$ cat src/rtl/ndn_spi_link_pkg.sv
// Shared types and constants for the NDN serial link: FSM state enums,
// default field widths and the position of the packet-type bit in meta.
package ndn_link_pkg;

   localparam int DEF_META_W   = 8;
   localparam int DEF_PREFIX_W = 64;
   localparam int DEF_DATA_W   = 256;
   localparam int DEF_NUM_IF   = 4;

   // The packet-type bit sits TYPE_BIT_OFS places below the meta width,
   // i.e. at meta[META_W-2]. 1 = interest (no data field), 0 = data.
   localparam int TYPE_BIT_OFS = 2;

   typedef enum logic [2:0] {
      TX_IDLE   = 3'd0,
      TX_START  = 3'd1,
      TX_META   = 3'd2,
      TX_PREFIX = 3'd3,
      TX_DATA   = 3'd4,
      TX_STOP   = 3'd5
   } tx_state_e;

   typedef enum logic [2:0] {
      RX_IDLE   = 3'd0,
      RX_META   = 3'd1,
      RX_PREFIX = 3'd2,
      RX_DATA   = 3'd3,
      RX_STOP   = 3'd4,
      RX_RESYNC = 3'd5
   } rx_state_e;

   // Bit index of the packet-type flag inside a meta field of width meta_w.
   function automatic int type_bit_idx(input int meta_w);
      return meta_w - TYPE_BIT_OFS;
   endfunction

endpackage

$ cat src/rtl/ndn_spi_link_if.sv
// Parallel-side bundle of the NDN serial link: TX request, RX result and
// FSM state for observation.
//
// Handshake: a TX frame transfers on every rising clk edge where
// tx_valid && tx_ready; tx_if_sel/tx_meta/tx_prefix/tx_data are sampled on
// that edge and may change afterwards. tx_valid while tx_ready is low is
// ignored. rx_valid and rx_err are single-cycle pulses with no back-pressure;
// rx_meta/rx_prefix/rx_data hold the last good frame.
interface ndn_spi_link_if #(
   parameter int META_W   = ndn_link_pkg::DEF_META_W,
   parameter int PREFIX_W = ndn_link_pkg::DEF_PREFIX_W,
   parameter int DATA_W   = ndn_link_pkg::DEF_DATA_W,
   parameter int NUM_IF   = ndn_link_pkg::DEF_NUM_IF
);
   localparam int SEL_W = $clog2(NUM_IF);

   logic                    tx_valid;
   logic                    tx_ready;
   logic [SEL_W-1:0]        tx_if_sel;
   logic [META_W-1:0]       tx_meta;
   logic [PREFIX_W-1:0]     tx_prefix;
   logic [DATA_W-1:0]       tx_data;

   logic                    rx_valid;
   logic                    rx_err;
   logic [META_W-1:0]       rx_meta;
   logic [PREFIX_W-1:0]     rx_prefix;
   logic [DATA_W-1:0]       rx_data;

   ndn_link_pkg::tx_state_e tx_state;
   ndn_link_pkg::rx_state_e rx_state;

   modport master (
      output tx_valid, tx_if_sel, tx_meta, tx_prefix, tx_data,
      input  tx_ready, rx_valid, rx_err, rx_meta, rx_prefix, rx_data,
      input  tx_state, rx_state
   );

   modport slave (
      input  tx_valid, tx_if_sel, tx_meta, tx_prefix, tx_data,
      output tx_ready, rx_valid, rx_err, rx_meta, rx_prefix, rx_data,
      output tx_state, rx_state
   );

endinterface

$ cat src/rtl/ndn_spi_frame_rx.sv
// RX deframer: hunts for a start bit on miso, shifts meta/prefix/(data) MSB
// first into internal registers and publishes them only when the stop bit
// is good. A bad stop bit flags rx_err and waits for the line to go idle.
module ndn_spi_frame_rx
   import ndn_link_pkg::*;
#(
   parameter int META_W   = DEF_META_W,
   parameter int PREFIX_W = DEF_PREFIX_W,
   parameter int DATA_W   = DEF_DATA_W
) (
   input  logic                clk,
   input  logic                rst,
   input  logic                miso_i,
   output logic                rx_valid_o,
   output logic                rx_err_o,
   output logic [META_W-1:0]   rx_meta_o,
   output logic [PREFIX_W-1:0] rx_prefix_o,
   output logic [DATA_W-1:0]   rx_data_o,
   output rx_state_e           state_o
);
   localparam int CNT_W    = $clog2(DATA_W);
   localparam int TYPE_IDX = type_bit_idx(META_W);

   localparam logic [CNT_W-1:0] META_LAST   = CNT_W'(META_W - 1);
   localparam logic [CNT_W-1:0] PREFIX_LAST = CNT_W'(PREFIX_W - 1);
   localparam logic [CNT_W-1:0] DATA_LAST   = CNT_W'(DATA_W - 1);
   localparam logic [CNT_W-1:0] CNT_ONE     = CNT_W'(1);

   rx_state_e           state_q, state_d;
   logic [CNT_W-1:0]    cnt_q, cnt_d;
   logic [META_W-1:0]   meta_sr_q, meta_sr_d;
   logic [PREFIX_W-1:0] prefix_sr_q, prefix_sr_d;
   logic [DATA_W-1:0]   data_sr_q, data_sr_d;
   logic [META_W-1:0]   meta_q, meta_d;
   logic [PREFIX_W-1:0] prefix_q, prefix_d;
   logic [DATA_W-1:0]   data_q, data_d;
   logic                valid_q, valid_d;
   logic                err_q, err_d;

   // State, shift registers and published frame registers.
   always_ff @(posedge clk or posedge rst) begin
      if (rst) begin
         state_q     <= RX_IDLE;
         cnt_q       <= '0;
         meta_sr_q   <= '0;
         prefix_sr_q <= '0;
         data_sr_q   <= '0;
         meta_q      <= '0;
         prefix_q    <= '0;
         data_q      <= '0;
         valid_q     <= 1'b0;
         err_q       <= 1'b0;
      end else begin
         state_q     <= state_d;
         cnt_q       <= cnt_d;
         meta_sr_q   <= meta_sr_d;
         prefix_sr_q <= prefix_sr_d;
         data_sr_q   <= data_sr_d;
         meta_q      <= meta_d;
         prefix_q    <= prefix_d;
         data_q      <= data_d;
         valid_q     <= valid_d;
         err_q       <= err_d;
      end
   end

   // Next-state logic: walk the frame fields, decide good/bad at the stop bit.
   always_comb begin
      state_d     = state_q;
      cnt_d       = cnt_q;
      meta_sr_d   = meta_sr_q;
      prefix_sr_d = prefix_sr_q;
      data_sr_d   = data_sr_q;
      meta_d      = meta_q;
      prefix_d    = prefix_q;
      data_d      = data_q;
      valid_d     = 1'b0;
      err_d       = 1'b0;
      case (state_q)
         RX_IDLE: begin
            if (!miso_i) begin
               state_d = RX_META;
               cnt_d   = META_LAST;
            end
         end
         RX_META: begin
            meta_sr_d = {meta_sr_q[META_W-2:0], miso_i};
            if (cnt_q == '0) begin
               state_d = RX_PREFIX;
               cnt_d   = PREFIX_LAST;
            end else begin
               cnt_d = cnt_q - CNT_ONE;
            end
         end
         RX_PREFIX: begin
            prefix_sr_d = {prefix_sr_q[PREFIX_W-2:0], miso_i};
            if (cnt_q == '0) begin
               // meta is complete by now, so its type bit picks the next field.
               if (meta_sr_q[TYPE_IDX]) begin
                  state_d = RX_STOP;
               end else begin
                  state_d = RX_DATA;
                  cnt_d   = DATA_LAST;
               end
            end else begin
               cnt_d = cnt_q - CNT_ONE;
            end
         end
         RX_DATA: begin
            data_sr_d = {data_sr_q[DATA_W-2:0], miso_i};
            if (cnt_q == '0) begin
               state_d = RX_STOP;
            end else begin
               cnt_d = cnt_q - CNT_ONE;
            end
         end
         RX_STOP: begin
            if (miso_i) begin
               meta_d   = meta_sr_q;
               prefix_d = prefix_sr_q;
               // Interests carry no payload; publish zeros rather than stale data.
               data_d   = meta_sr_q[TYPE_IDX] ? '0 : data_sr_q;
               valid_d  = 1'b1;
               state_d  = RX_IDLE;
            end else begin
               err_d   = 1'b1;
               state_d = RX_RESYNC;
            end
         end
         RX_RESYNC: begin
            if (miso_i) state_d = RX_IDLE;
         end
         default: state_d = RX_IDLE;
      endcase
   end

   assign rx_valid_o  = valid_q;
   assign rx_err_o    = err_q;
   assign rx_meta_o   = meta_q;
   assign rx_prefix_o = prefix_q;
   assign rx_data_o   = data_q;
   assign state_o     = state_q;

endmodule

$ cat src/rtl/ndn_spi_link.sv
// NDN serial link top: TX framer FSM (start, meta, prefix, optional data,
// stop; MSB first, one bit per clk) with chip-select decode, plus the RX
// deframer sub-module. TX and RX share only clk/rst.
module ndn_spi_link
   import ndn_link_pkg::*;
#(
   parameter int META_W   = DEF_META_W,
   parameter int PREFIX_W = DEF_PREFIX_W,
   parameter int DATA_W   = DEF_DATA_W,
   parameter int NUM_IF   = DEF_NUM_IF
) (
   input  logic              clk,
   input  logic              rst,
   output logic              sclk,
   output logic              mosi,
   input  logic              miso,
   output logic [NUM_IF-1:0] cs_n,
   ndn_spi_link_if.slave     bus
);
   localparam int SEL_W    = $clog2(NUM_IF);
   localparam int CNT_W    = $clog2(DATA_W);
   localparam int TYPE_IDX = type_bit_idx(META_W);

   localparam logic [CNT_W-1:0] META_LAST   = CNT_W'(META_W - 1);
   localparam logic [CNT_W-1:0] PREFIX_LAST = CNT_W'(PREFIX_W - 1);
   localparam logic [CNT_W-1:0] DATA_LAST   = CNT_W'(DATA_W - 1);
   localparam logic [CNT_W-1:0] CNT_ONE     = CNT_W'(1);

   tx_state_e           tx_state_q, tx_state_d;
   logic [CNT_W-1:0]    tx_cnt_q, tx_cnt_d;
   logic [SEL_W-1:0]    tx_sel_q, tx_sel_d;
   logic                tx_type_q, tx_type_d;
   logic [META_W-1:0]   tx_meta_sr_q, tx_meta_sr_d;
   logic [PREFIX_W-1:0] tx_prefix_sr_q, tx_prefix_sr_d;
   logic [DATA_W-1:0]   tx_data_sr_q, tx_data_sr_d;

   assign sclk = clk;

   // TX state register and captured frame shift registers.
   always_ff @(posedge clk or posedge rst) begin
      if (rst) begin
         tx_state_q     <= TX_IDLE;
         tx_cnt_q       <= '0;
         tx_sel_q       <= '0;
         tx_type_q      <= 1'b0;
         tx_meta_sr_q   <= '0;
         tx_prefix_sr_q <= '0;
         tx_data_sr_q   <= '0;
      end else begin
         tx_state_q     <= tx_state_d;
         tx_cnt_q       <= tx_cnt_d;
         tx_sel_q       <= tx_sel_d;
         tx_type_q      <= tx_type_d;
         tx_meta_sr_q   <= tx_meta_sr_d;
         tx_prefix_sr_q <= tx_prefix_sr_d;
         tx_data_sr_q   <= tx_data_sr_d;
      end
   end

   // TX next-state: capture on accept, then shift each field out MSB first.
   always_comb begin
      tx_state_d     = tx_state_q;
      tx_cnt_d       = tx_cnt_q;
      tx_sel_d       = tx_sel_q;
      tx_type_d      = tx_type_q;
      tx_meta_sr_d   = tx_meta_sr_q;
      tx_prefix_sr_d = tx_prefix_sr_q;
      tx_data_sr_d   = tx_data_sr_q;
      case (tx_state_q)
         TX_IDLE: begin
            if (bus.tx_valid) begin
               tx_sel_d       = bus.tx_if_sel;
               tx_type_d      = bus.tx_meta[TYPE_IDX];
               tx_meta_sr_d   = bus.tx_meta;
               tx_prefix_sr_d = bus.tx_prefix;
               tx_data_sr_d   = bus.tx_data;
               tx_state_d     = TX_START;
            end
         end
         TX_START: begin
            tx_state_d = TX_META;
            tx_cnt_d   = META_LAST;
         end
         TX_META: begin
            tx_meta_sr_d = {tx_meta_sr_q[META_W-2:0], 1'b0};
            if (tx_cnt_q == '0) begin
               tx_state_d = TX_PREFIX;
               tx_cnt_d   = PREFIX_LAST;
            end else begin
               tx_cnt_d = tx_cnt_q - CNT_ONE;
            end
         end
         TX_PREFIX: begin
            tx_prefix_sr_d = {tx_prefix_sr_q[PREFIX_W-2:0], 1'b0};
            if (tx_cnt_q == '0) begin
               if (tx_type_q) begin
                  tx_state_d = TX_STOP;
               end else begin
                  tx_state_d = TX_DATA;
                  tx_cnt_d   = DATA_LAST;
               end
            end else begin
               tx_cnt_d = tx_cnt_q - CNT_ONE;
            end
         end
         TX_DATA: begin
            tx_data_sr_d = {tx_data_sr_q[DATA_W-2:0], 1'b0};
            if (tx_cnt_q == '0) begin
               tx_state_d = TX_STOP;
            end else begin
               tx_cnt_d = tx_cnt_q - CNT_ONE;
            end
         end
         // STOP always returns to IDLE: one idle-high bit between frames.
         TX_STOP: tx_state_d = TX_IDLE;
         default: tx_state_d = TX_IDLE;
      endcase
   end

   // TX line decode from the registered state; reset forces idle levels.
   always_comb begin
      mosi = 1'b1;
      cs_n = '1;
      case (tx_state_q)
         TX_START:  mosi = 1'b0;
         TX_META:   mosi = tx_meta_sr_q[META_W-1];
         TX_PREFIX: mosi = tx_prefix_sr_q[PREFIX_W-1];
         TX_DATA:   mosi = tx_data_sr_q[DATA_W-1];
         default:   mosi = 1'b1;
      endcase
      if (tx_state_q != TX_IDLE) cs_n[tx_sel_q] = 1'b0;
   end

   assign bus.tx_ready = (tx_state_q == TX_IDLE);
   assign bus.tx_state = tx_state_q;

   ndn_spi_frame_rx #(
      .META_W   (META_W),
      .PREFIX_W (PREFIX_W),
      .DATA_W   (DATA_W)
   ) u_rx (
      .clk         (clk),
      .rst         (rst),
      .miso_i      (miso),
      .rx_valid_o  (bus.rx_valid),
      .rx_err_o    (bus.rx_err),
      .rx_meta_o   (bus.rx_meta),
      .rx_prefix_o (bus.rx_prefix),
      .rx_data_o   (bus.rx_data),
      .state_o     (bus.rx_state)
   );

endmodule
$ cat src/flat_wrapper.sv
// flat-port wrapper written by rule: the top's interface ports become plain ports
module ndn_spi_link_flat import ndn_link_pkg::*;
#(
   parameter int META_W   = DEF_META_W,
   parameter int PREFIX_W = DEF_PREFIX_W,
   parameter int DATA_W   = DEF_DATA_W,
   parameter int NUM_IF   = DEF_NUM_IF
)
  (clk, rst, sclk, mosi, miso, cs_n, bus_tx_valid, bus_tx_if_sel, bus_tx_meta, bus_tx_prefix, bus_tx_data, bus_tx_ready, bus_rx_valid, bus_rx_err, bus_rx_meta, bus_rx_prefix, bus_rx_data, bus_tx_state, bus_rx_state);
  ndn_spi_link_if #(.META_W(META_W), .PREFIX_W(PREFIX_W), .DATA_W(DATA_W), .NUM_IF(NUM_IF)) bus_i ();
  input  logic clk;
  input  logic rst;
  output logic sclk;
  output logic mosi;
  input  logic miso;
  output logic [NUM_IF-1:0] cs_n;
  input wire logic [$bits(bus_i.tx_valid)-1:0] bus_tx_valid;
  input wire logic [$bits(bus_i.tx_if_sel)-1:0] bus_tx_if_sel;
  input wire logic [$bits(bus_i.tx_meta)-1:0] bus_tx_meta;
  input wire logic [$bits(bus_i.tx_prefix)-1:0] bus_tx_prefix;
  input wire logic [$bits(bus_i.tx_data)-1:0] bus_tx_data;
  output wire logic [$bits(bus_i.tx_ready)-1:0] bus_tx_ready;
  output wire logic [$bits(bus_i.rx_valid)-1:0] bus_rx_valid;
  output wire logic [$bits(bus_i.rx_err)-1:0] bus_rx_err;
  output wire logic [$bits(bus_i.rx_meta)-1:0] bus_rx_meta;
  output wire logic [$bits(bus_i.rx_prefix)-1:0] bus_rx_prefix;
  output wire logic [$bits(bus_i.rx_data)-1:0] bus_rx_data;
  output wire logic [$bits(bus_i.tx_state)-1:0] bus_tx_state;
  output wire logic [$bits(bus_i.rx_state)-1:0] bus_rx_state;
  assign bus_i.tx_valid = bus_tx_valid;
  assign bus_i.tx_if_sel = bus_tx_if_sel;
  assign bus_i.tx_meta = bus_tx_meta;
  assign bus_i.tx_prefix = bus_tx_prefix;
  assign bus_i.tx_data = bus_tx_data;
  assign bus_tx_ready = bus_i.tx_ready;
  assign bus_rx_valid = bus_i.rx_valid;
  assign bus_rx_err = bus_i.rx_err;
  assign bus_rx_meta = bus_i.rx_meta;
  assign bus_rx_prefix = bus_i.rx_prefix;
  assign bus_rx_data = bus_i.rx_data;
  assign bus_tx_state = bus_i.tx_state;
  assign bus_rx_state = bus_i.rx_state;
  ndn_spi_link #(.META_W(META_W), .PREFIX_W(PREFIX_W), .DATA_W(DATA_W), .NUM_IF(NUM_IF)) u_core (.clk(clk), .rst(rst), .sclk(sclk), .mosi(mosi), .miso(miso), .cs_n(cs_n), .bus(bus_i));
endmodule
$ cat config.mk
export PLATFORM = sky130hd
export DESIGN_NAME = ndn_spi_link_flat
export DESIGN_NICKNAME = d
export VERILOG_FILES = /design/src/rtl/ndn_spi_link_pkg.sv /design/src/rtl/ndn_spi_link_if.sv /design/src/rtl/ndn_spi_frame_rx.sv /design/src/rtl/ndn_spi_link.sv /design/src/flat_wrapper.sv
export SDC_FILE = /design/constraint.sdc
export NUM_CORES = 2
export LEC_CHECK = 0
export BUFFER_PORTS_ARGS = -buffer_cell sky130_fd_sc_hd__buf_2
export CAP_MARGIN = 20
export CORE_ASPECT_RATIO = 1.25
export CORE_MARGIN = 2
export CORE_UTILIZATION = 50
export CTS_BUF_LIST = sky130_fd_sc_hd__clkbuf_8
export CTS_CLUSTER_SIZE = 30
export DETAILED_ROUTE_END_ITERATION = 6
export GPL_ROUTABILITY_DRIVEN = 0
export PLACE_DENSITY = 0.76
export SYNTH_ARGS = -nofsm -noshare
export SYNTH_HDL_FRONTEND = slang
export SYNTH_SLANG_ARGS = --single-unit
$ cat constraint.sdc
create_clock -name clk -period 63.8 [get_ports clk]
set_input_delay 0 -clock clk [delete_from_list [all_inputs] [get_ports clk]]
set_output_delay 0 -clock clk [all_outputs]
set_load 0.03 [all_outputs]
==> reports/qor.csv, run 1 <==
stage,metric,value,unit
grt,initial antenna violation count,58,
logic_synthesis,synth unique cells,58,
logic_synthesis,Post-synth EDFFs,0,
placed_design,Detailed Place HPWL,68.1,mm
logic_synthesis,top_reg_cell synth,dfrtp_1,
logic_synthesis,Post-synth ARST share,100,%
logic_synthesis,Synth Net Count,4413,
logic_synthesis,Yosys warning count,0,
grt,largest net degree at the start of global routing,260,
grt,total track usage,46.1,%
run_status,outcome,aborted with a tool error,
run_status,Halt Stage,global routing,
logic_synthesis,"Avg Cell Area, Syn",10.2,um2
logic_synthesis,"FF+latch count, synth",1011,
logic_synthesis,sequential-to-total area share from yosys stat,60.8,%
floorplan,Ports,677,
floorplan,Starting Density,50.3,%
floorplan,die width,262,um
logic_synthesis,"Cell Area, Synth",41600,um2
logic_synthesis,Synth Instances,4077,
floorplan,number of placement rows,118,
grt,total grt overflow,35,
floorplan,die height,327,um
run_status,Stop Error,[ERROR GRT-0232] Routing congestion too high. Check the congestion heatmap in the GUI.,
placed_design,Post-Place Worst Slack,31.75,ns
placed_design,Buffers on Ports,676,
## cells by family after synthesis
family                   share of synthesized area (%)
XOR/XNOR                                        0.0210
adder cells (fa/ha/maj)                         0.0601
multiplexers                                      9.09
AO/OA/AOI/OAI                                     8.97
buffers and inverters                             3.08
flip-flops                                        60.8
AND/OR/NAND/NOR                                   18.0
## routing by layer
metal,GRT overflow,track usage (%)
met1,2,49.2
met2,20,56.6
met3,7,38.2
met4,6,33.0
met5,0,27.5
## metrics by stage
step | instance area [um2] | std cells
2_1_floorplan | 41600 | 4077
4_1_cts | 55300 | 6529
3_5_place_dp | 45400 | 5576
3_3_place_gp | 45400 | 5576
## timing repair
action                                 4_1_cts
buffers inserted                             0
hold buffers                               671
endpoints found under the hold margin      501
resized for setup                            0
## synth_stat cells (4+ instances only)
master,number,share of area [%]
nor3_1,8,0.096
o21ai_0,277,3.3
a21oi_1,15,0.18
dfrtp_1,1011,61
buf_1,20,0.18
buf_2,97,1.2
nor2b_1,5,0.075
mux2i_1,9,0.22
nor2_1,342,3.1
inv_1,9,0.081
nand2_1,1141,10
nor3b_1,4,0.072
clkbuf_1,166,1.5
a31oi_1,320,4.8
nand2b_1,260,3.9
mux2_2,328,8.9
==> run 2, diff against run 1 <==
CORE_ASPECT_RATIO = not set   (was 1.25)
CORE_UTILIZATION = 35   (was 50)
CTS_BUF_LIST = not set   (was sky130_fd_sc_hd__clkbuf_8)
CTS_CLUSTER_SIZE = not set   (was 30)
PLACE_DENSITY = not set   (was 0.76)
PLACE_DENSITY_LB_ADDON = 0.15   (was not set)
==> run 2 against run 1 <==
  * Synthesized cell count unchanged
  * The flow now finishes without violations
  * Area after synthesis unchanged
==> reports/qor.csv, run 2 <==
stage,metric,value,unit,change
run_status,outcome,finished clean,,was aborted with a tool error
logic_synthesis,sequential-to-total area share from yosys stat,60.8,%,unchanged
grt,largest net degree at the start of global routing,225,,
timing,RSZ-0062 raised after global routing,no,,
logic_synthesis,"Cell Area, Synth",41600,um2,unchanged
critical_path,WP data arrival,32.31,ns,
power_and_ir_drop,Power Density,27.4,nW/um2,
route,Routed WL per cell,17.2,um,
finish,Area growth syn-to-layout,35.7,%,
route,DRC,0,,
critical_path,"CP delay by family, top",buffers and inverters,,
floorplan,Ports,677,,unchanged
route,Antenna Violating Nets Remaining,0,,
logic_synthesis,"FF+latch count, synth",1011,,unchanged
clock_network,"Reg clk slew, reported paths",0.06,ns,
floorplan,core area,118000,um2,
critical_path,Worst Path Required,63.80,ns,
finish,"commonest cells after routing, fill and taps aside","1137 x nand2_1, 1010 x dfrtp_1, 676 x buf_2",,
logic_synthesis,Synth Instances,4077,,unchanged
floorplan,Starting Density,35.3,%,was 50.3%
clock_network,Skew-Pair Late Insertion Delay,0.82,ns,
placed_design,Buffers on Ports,676,,unchanged
logic_synthesis,top_reg_cell synth,dfrtp_1,,unchanged
logic_synthesis,top-count cell post-synth,nand2_1,,unchanged
logic_synthesis,top cells by instance count after synthesis,"1141 x nand2_1, 1011 x dfrtp_1, 342 x nor2_1, 328 x mux2_2, 320 x a31oi_1",,unchanged
floorplan,die width,349,um,was 262 um
critical_path,crit-path cells,clkbuf_16 > clkbuf_16 > buf_2,,
logic_synthesis,Post-synth EDFFs,0,,unchanged
power_and_ir_drop,Leak Pwr,26.8,nW,
logic_synthesis,synth unique cells,58,,unchanged
critical_path,Crit Path Max Fanout,2,,
logic_synthesis,"Avg Cell Area, Syn",10.2,um2,unchanged
logic_synthesis,Synth Net Count,4413,,unchanged
critical_path,Crit-path slowest cell,buf_2,,
timing,clock skew,0.0486,ns,
route,DRT iter0 DRCs,2357,,
placed_design,Post-DP Area,46000,um2,was 45400 um2
power_and_ir_drop,worst vdd ir,25.0,uV,
timing,total negative slack,0,ns,
route,Via density,4.82,,
clock_network,Post-CTS Setup Bufs,0,,unchanged
finish,Nets,5593,,
finish,Final Cell Area,56500,um2,
min_path,hold crit path type,primary input to flop,,
route,DR pass1 iterations,6,,
timing,hold violation count in the final report,0,,
placed_design,Detailed Place HPWL,70.8,mm,was 68.1 mm
floorplan,number of placement rows,126,,was 118
grt,initial antenna violation count,16,,
route,vias after detailed routing,33233,,
grt,global-route wire length before repair,187,mm,
timing,Rel. slew slack,25.3,%,
critical_path,worst setup path class,clock port to output pin,,
timing,actual slew at the worst max-slew pin,1.12,ns,
timing,Slew Limit Fails,0,,
timing,final setup fails,0,,
logic_synthesis,Post-synth ARST share,100,%,unchanged
critical_path,"Top cell by count, worst path",clkbuf_16,,
finish,layout cell share with drive strength beyond 1,23.5,%,
logic_synthesis,area share of the largest cell type after synthesis,60.8,%,unchanged
critical_path,type of origin of the critical path,clock port,,
grt,vias in the first global route,33099,,
finish,Layout fillers,10843,,
floorplan,die height,349,um,was 327 um
logic_synthesis,Yosys warning count,0,,unchanged
grt,total grt overflow,0,,
critical_path,Buf/Inv on CP,3,,
floorplan,Die ar.,122000,um2,
clock_network,CTS tree,built,,
run,Max-cap violations,0,,
critical_path,Crit. End Element,output pin,,
logic_synthesis,Synth area leaders,"dfrtp_1 61%, nand2_1 10%, mux2_2 8.9%",,unchanged
finish,"commonest non-fill, non-tap cell in the layout",nand2_1,,
critical_path,CP peak stage delay,0.17,ns,
logic_synthesis,top cell type by total area after synthesis,dfrtp_1,,unchanged
route,Final Routed Wirelength,119,mm,
grt,total track usage,19.1,%,
==> run 2: cells by family after synthesis <==
logic type | Yosys count | synth area share (%)
AOI/OAI and AO/OA | 643 | 8.97
xor gates and xnor gates | 1 | 0.0210
adders and majority gates | 2 | 0.0601
buffers and inverters | 298 | 3.08
DFF | 1011 | 60.8
muxes | 337 | 9.09
and+or+nand+nor | 1785 | 18.0
==> run 2: cell type report <==
cell class	count	area (um2)	share of cell area [%]
repair buffers	1351	10200	18.0
inverters	10	45.0	0.0797
well taps	1536	1920	3.40
clock inverters	53	709	1.26
flip-flops and latches	1011	25300	44.8
clock buffers	153	3230	5.72
diodes	15	37.5	0.0664
multi-input cells	2768	15100	26.7
==> run 2: final timing paths <==
path	startpoint	endpoint	slack (ns)	cells past startpoint
setup / recovery	clk	sclk	31.49	3
hold / removal	bus_tx_data[0]	u_core.tx_data_sr_q[0]	0.04	4
setup reg to reg	u_core.bus.tx_state[0]	u_core.tx_data_sr_q[144]	59.20	7
hold reg to reg	u_core.tx_meta_sr_q[2]	u_core.tx_meta_sr_q[3]	0.46	2
max in group asynchronous	rst	u_core.u_rx.rx_prefix_o[43]	60.19	7
min in group asynchronous	rst	u_core.u_rx.data_sr_q[25]	0.57	4
==> run 2: worst register-to-register path: cells and delay by family, from the launching register on <==
kind                   cells  cell delay (ns)
AO/OA/AOI/OAI              1             0.24
AND/OR/NAND/NOR            3             1.06
buffers and inverters      3             2.54
flip-flops                 1             0.70
==> run 2: power by group <==
| group | internal (W) | leakage (nW) | switching [W] |
|---|---|---|---|
| registers | 0.000653 | 12.6 | 0.0000167 |
| logic | 0.0000980 | 12.3 | 0.0000913 |
| clock network | 0.000409 | 1.94 | 0.000279 |
| total | 0.00116 | 26.8 | 0.000388 |
==> run 2: routing by layer <==
layer	up-vias	share of wire, %	global-route usage, %
li1	15893	-	-
met1	16265	45	26.1
met2	870	45	29.2
met3	201	7.0	5.37
met4	4	3.0	6.46
met5	-	0.022	0
==> run 2: per-stage QoR <==
step | cells | utilization [%] | setup WS (ns) | hold slack (ns) | power (W)
after floorplan | 4077 | - | 31.76 | 0.105 | 0.000800
after global placement | 6033 | 39.0 | 31.75 | 0.167 | 0.000844
after detailed placement | 6033 | 39.0 | 31.75 | 0.167 | 0.000844
after CTS | 6879 | 47.8 | 31.48 | 0.000163 | 0.00157
after global routing | 6893 | 47.8 | 31.48 | 0.00467 | 0.00161
final | 6897 | 47.9 | 31.49 | 0.0434 | 0.00155
==> run 2: timing repair <==
action / CTS / global route
endpoints found under the hold margin: 468 / 0
hold buffers: 641 / 0
resized for setup: 0 / 0
Note: power is estimated with default switching activity, not from simulation.
